### config.mk
export PLATFORM = sky130hd
export DESIGN_NAME = seq_checker_channel
export DESIGN_NICKNAME = d
export VERILOG_FILES = /design/src/rtl/seq_checker_pkg.sv /design/src/rtl/seq_checker_channel.sv
export SDC_FILE = /design/constraint.sdc
export NUM_CORES = 1
export LEC_CHECK = 0
export ABC_AREA = 1
export CAP_MARGIN = 20
export CORE_ASPECT_RATIO = 0.75
export CORE_UTILIZATION = 53
export CTS_BUF_LIST = sky130_fd_sc_hd__clkbuf_4
export DETAILED_ROUTE_END_ITERATION = 10
export PLACE_DENSITY_LB_ADDON = 0.05
export SKIP_CTS_REPAIR_TIMING = 1
export SYNTH_ARGS = -nofsm -noshare
export SYNTH_HDL_FRONTEND = slang
export SYNTH_SLANG_ARGS = --single-unit
export TNS_END_PERCENT = 5
### constraint.sdc
create_clock -name clk -period 1.83 [get_ports clk]
set_input_delay 0.2745 -clock clk [delete_from_list [all_inputs] [get_ports clk]]
set_output_delay 0.2745 -clock clk [all_outputs]
set_load 0.02 [all_outputs]
### src/rtl/seq_checker_pkg.sv
// Shared state encoding and the saturating counter helper for the sequence checker.
package seq_checker_pkg;

  localparam logic [0:0] ST_UNLOCKED = 1'b0;
  localparam logic [0:0] ST_TRACKING = 1'b1;

  localparam int unsigned SAT_W = 32;

  // Increment v, holding at the all-ones value of a w-bit counter (w <= SAT_W).
  function automatic logic [SAT_W-1:0] sat_inc(input logic [SAT_W-1:0] v,
                                               input int unsigned w);
    logic [SAT_W-1:0] lim;
    lim = (w >= SAT_W) ? '1 : ((SAT_W'(1) << w) - SAT_W'(1));
    return (v >= lim) ? v : v + SAT_W'(1);
  endfunction

endpackage

### src/rtl/seq_checker_channel.sv
// One channel: lock/track FSM, expected-value register, failure pulse, sticky flag and counters.
module seq_checker_channel
  import seq_checker_pkg::*;
#(
  parameter int unsigned WIDTH      = 4,
  parameter int unsigned START      = 1,
  parameter bit          LOCK_FIRST = 1'b0,
  parameter bit          RESYNC     = 1'b0,
  parameter int unsigned CNT_W      = 8
) (
  input  logic             clk,
  input  logic             rst,
  input  logic             clear_i,
  input  logic             en_i,
  input  logic [WIDTH-1:0] data_i,
  output logic             failure_o,
  output logic             sticky_o,
  output logic [CNT_W-1:0] err_count_o,
  output logic [CNT_W-1:0] beat_count_o,
  output logic [0:0]       state_o
);

  localparam logic [WIDTH-1:0] START_T  = WIDTH'(START);
  localparam logic [WIDTH-1:0] ONE      = WIDTH'(1);
  localparam logic [0:0]       ST_RESET = LOCK_FIRST ? ST_UNLOCKED : ST_TRACKING;

  logic [0:0]       state_q, state_d;
  logic [WIDTH-1:0] exp_q, exp_d;
  logic             fail_q, fail_d;
  logic             sticky_q, sticky_d;
  logic [CNT_W-1:0] err_q, err_d;
  logic [CNT_W-1:0] beat_q, beat_d;
  logic             mismatch;

  assign mismatch = (data_i != exp_q);

  // en_i is a pure valid with no ready: every cycle with en_i high is a consumed beat.
  always_comb begin
    state_d  = state_q;
    exp_d    = exp_q;
    fail_d   = 1'b0;
    sticky_d = sticky_q;
    err_d    = err_q;
    beat_d   = beat_q;
    if (clear_i) begin
      state_d  = ST_RESET;
      exp_d    = START_T;
      sticky_d = 1'b0;
      err_d    = '0;
      beat_d   = '0;
    end else if (en_i) begin
      beat_d = CNT_W'(sat_inc(SAT_W'(beat_q), CNT_W));
      if (state_q == ST_UNLOCKED) begin
        state_d = ST_TRACKING;
        exp_d   = data_i + ONE;
      end else begin
        fail_d = mismatch;
        exp_d  = (mismatch && RESYNC) ? data_i + ONE : exp_q + ONE;
        if (mismatch) begin
          sticky_d = 1'b1;
          err_d    = CNT_W'(sat_inc(SAT_W'(err_q), CNT_W));
        end
      end
    end
  end

  always_ff @(posedge clk or posedge rst) begin
    if (rst) begin
      state_q  <= ST_RESET;
      exp_q    <= START_T;
      fail_q   <= 1'b0;
      sticky_q <= 1'b0;
      err_q    <= '0;
      beat_q   <= '0;
    end else begin
      state_q  <= state_d;
      exp_q    <= exp_d;
      fail_q   <= fail_d;
      sticky_q <= sticky_d;
      err_q    <= err_d;
      beat_q   <= beat_d;
    end
  end

  assign failure_o    = fail_q;
  assign sticky_o     = sticky_q;
  assign err_count_o  = err_q;
  assign beat_count_o = beat_q;
  assign state_o      = state_q;

endmodule

* After elaboration in Yosys (flattened, before gate mapping)
Cells that the tools add are included.
Word-level totals: register bits 23, latch bits 0, memory bits (writable) 0, bits in read-only memories 0, logic and storage cells 41, memories kept 0
Operators by class: add/sub/neg operators 4, $mul 0, divide/modulo/power cells 0, order comparisons 2, equality and inequality tests 3, shift operators 0, muxes and demuxes 20, bitwise logic cells 0, reduce and logical (&&, ||, !) cells 6
Operators with widths (count):
- $mux 8 | 8
- $add 8x1->8 const B | 2
- $ge 8x8->1 const B | 2
- $mux 4 | 3
- $mux 1 | 9
- $add 4x1->4 const B | 2
- $reduce_bool 2->1 | 3
- $ne 2x2->1 const B | 2
- $ne 4x4->1 | 1
- $reduce_and 4->1 | 1
- $reduce_and 3->1 | 1
- $reduce_and 2->1 | 1

* Logic depth before layout (Yosys ltp)
depth in word-level cells 6, depth in mapped cells 9

* Worst setup path before layout
Ideal clock, no wire load.
kind register to register, start reg err_q[0] (netlist: err_count_o[0]), end reg err_q[7] (netlist: err_count_o[7]), data arrival time 1317 ps, data required time 1712 ps, path slack 395 ps, stages on the path, launching flop included 9, buffers on the path 0, cell sequence dfrtp_1 ha_1 nand2_1 nor2_4 nand3_4 nand3_4 nand2_1 nand2_1 nand2_1
Between the ends: word-level cells in the longest chain between the ends 6
Ends and longest elaborated chain:
- from (decl) | line seq_checker_channel.sv:31 | logic [CNT_W-1:0] err_q, err_d;
- from (signal assigned) | line seq_checker_channel.sv:80 | err_q <= err_d;
- $add 8x1->8 | line seq_checker_pkg.sv:14 | return (v >= lim) ? v : v + SAT_W'(1);
- $mux 8 | line seq_checker_pkg.sv:14
- $mux 8 | line seq_checker_channel.sv:59 | if (mismatch) begin
- $mux 8 | line seq_checker_channel.sv:53 | if (state_q == ST_UNLOCKED) begin
- $mux 8 | line seq_checker_channel.sv:51 | end else if (en_i) begin
- $mux 8 | line seq_checker_channel.sv:45 | if (clear_i) begin
Parallel ways exist; a longest one is shown, timed or not. The select of a mux whose other input is x is not followed. A chain may end at the register's enable or synchronous reset.

* Final worst setup path
start reg err_q[7] (netlist: err_count_o[7]), end out err_count_o[7]
RTL lines:
- to (decl) | line seq_checker_channel.sv:18 | output logic [CNT_W-1:0] err_count_o,
No word-level cell between the ends.

==> metrics.cfg <==
[clock_tree]
cts_made_buffers = 3
clk_pin_slew_worst_paths_ns = 0.11
cts_root_buf = clkbuf_4
cts_tree = done
cts_max_level = 1
cts_sinks = 22
clkLatencyLatePin_ns = 0.30
cts_buffer_depth = 2

[die]
die_area_um2 = 2740
core_area_um2 = 2350
start_util_pct = 57.2
die_w_um = 60.1
rows = 15
die_y_um = 45.6
num_io_pins = 27

[power]
leakage_nw = 0.814
p_per_area_nw_per_um2 = 623
peakVddDrop_v = 0.000507

[setup_path]
path_cells = clkdlybuf4s50_1
worstReg2RegStart = err_count_o[0]$_DFFE_PP0P_
critPathTopFamily = buffers and inverters
path_depth = 1
cp-end-kind = primary output
crit_fanout = 6
cp_data_arrival_time_ns = 1.46
path_buf_inv = 1
worstSetupStartpoint = err_count_o[7]$_DFFE_PP0P_
crit_path_start_kind = flop
r2r_slack_ns = 0.37
critPathMaxStageDelay_ns = 0.66
crit_required_ns = 1.56
crit_path_top_delay_cell = clkdlybuf4s50_1
r2r_cells = 8
crit_type = flop to primary output

[timing]
hold_viol_final = 0
final.setup_skew_ns = 0.000701
fin_crit_sh_pct = 95.0
rsz0062_at_grt = false
setup-tns-final_ns = 0
fmax_mhz = 575
fin_crit_ns = 1.74
setup_viol = 0
final-max-slew-violation-count = 0

[outcome]
outcome = completed

[flow_run]
maxCapViolCount = 0

[synthesis]
syn-num-nets = 186
yosysWarnings = 0
synthTopCellsByArea = dfrtp_1 39%, nand2_1 13%, nand3_1 6.0%
ys_types = 30
synth_top_area_share_pct = 39.2
ys_seq_area_share_pct = 41.1
yosys.area.top_type = dfrtp_1
syn-cell-area_um2 = 1340
synth_cells = 175
ys_seq_elements = 22
syn_avg_cell_area_um2 = 7.66

[detailed_routing]
wl_um = 2970
ant_nets = 0
detail_route.first_pass.iterations = 5
via_per_inst = 5.21
wl_per_cell_um = 12.5
drc = 0
drt_iter0_markers = 70
vias = 1234

[grt]
grt_busiest_layer = met1
use_met1_pct = 37.2
met3_usage_pct = 5.97
grt_antenna_before_repair = 0
grtUsageMet2_pct = 35.8
grt_use_total_pct = 24.5
grt_pass1_wl_um = 4800
grt_max_degree = 20
gr-total-overflow = 0
grt_pass1_vias = 1044

[finish]
fin_nets = 215
fill_cells = 210
drive_gt1_share_pct = 12.3
syn2layout_area_growth_pct = 23.4
stdcell_count = 237
diodes = 0
design_area_um2 = 1660

[placement]
dpl.hpwl_um = 2290
gp_congestion = 0.926
dpl_cell_area_um2 = 1630
port_buffers = 25
place_inst = 233

[min_path]
min_path_type = input pin to async pin

[cell families after synthesis]
kind of cell	count (synthesis)	share of synthesized area (%)
AO/OA/AOI/OAI	16	6.25
XOR/XNOR	4	2.61
adder cells (fa/ha/maj)	3	2.80
buffers and inverters	29	9.24
flip-flops	22	41.1
other	1	0.280
AND/OR/NAND/NOR	100	37.7
[registers in the layout (all words and copies together), names as in the netlist]
register / count
beat_count_o: 8
err_count_o: 8
exp_q: 4
failure_o: 1
sticky_o: 1
[through the flow]
step | util [%] | setup WS [ns] | hold slack [ns] | power, W
after global placement | 69.3 | 0.207 | 0.514 | 0.000790
after CTS | 70.6 | 0.0835 | 0.210 | 0.00104
after global routing | 70.6 | 0.0219 | 0.235 | 0.00109
after floorplan | - | 0.395 | 0.263 | 0.000714
final | 70.6 | 0.0915 | 0.212 | 0.00103
after detailed placement | 69.3 | 0.168 | 0.530 | 0.000799
[cell usage in the layout (no fill, tap or decap), types with 2 or more instances in the layout]
cell,instances
clkdlybuf4s50_1,25
dfrtp_1,21
ha_1,3
a21oi_1,6
nor2_2,2
nor2_1,11
xor2_1,3
nand3_1,16
inv_2,5
nand4_1,10
nand2_2,3
clkbuf_4,4
buf_4,2
o21ai_1,2
o21ai_0,6
nand3_4,3
nand2_1,48
nor2_4,2
inv_1,20
[layer usage]
layer | part of all wire (%) | wire, um
met5 | 0 | 0
met4 | 0.54 | 16
met3 | 6.5 | 194
met2 | 44 | 1310
met1 | 49 | 1450
[final timing paths]
check / end
setup / recovery: err_count_o[7]
hold / removal: beat_count_o[2]$_DFFE_PP0P_
setup reg to reg: err_count_o[7]$_DFFE_PP0P_
hold reg to reg: sticky_o$_DFFE_PP0P_
max in group asynchronous: err_count_o[0]$_DFFE_PP0P_
min in group clk: sticky_o$_DFFE_PP0P_
[where the power goes]
part	switching [W]	leakage (nW)	internal [W]
clock network	0.000141	0.0184	0.0000998
logic	0.000141	0.498	0.0000903
registers	0.0000325	0.297	0.000526
total	0.000314	0.814	0.000717
[synth_stat cells]
cell type,n
ha_1,3
nor2_1,11
nor2_4,2
dfstp_2,1
inv_4,1
nand2_2,3
buf_4,1
nand3_1,16
dfrtp_1,21
buf_6,1
conb_1,1
nand3_4,3
o21ai_1,2
o21ai_0,6
nand2_4,1
a31oi_1,1
a21oi_1,6
nor4_1,1
nand4_1,10
xnor2_1,1
nor2_2,2
and3_1,1
nand2_1,48
or2_2,1
buf_2,1
inv_1,20
nor3_1,1
xor2_1,3
o21bai_1,1
inv_2,5
[cell type report]
| class | count | area, um^2 | area share (%) |
|---|---|---|---|
| sequential | 22 | 552 | 33.3 |
| inverter | 26 | 100 | 6.05 |
| clock buffer | 4 | 30.0 | 1.81 |
| multi-input combinational | 124 | 666 | 40.2 |
| tap | 34 | 42.5 | 2.57 |
| timing repair buffer | 27 | 265 | 16.0 |
Power figures use the tool's default switching activity.
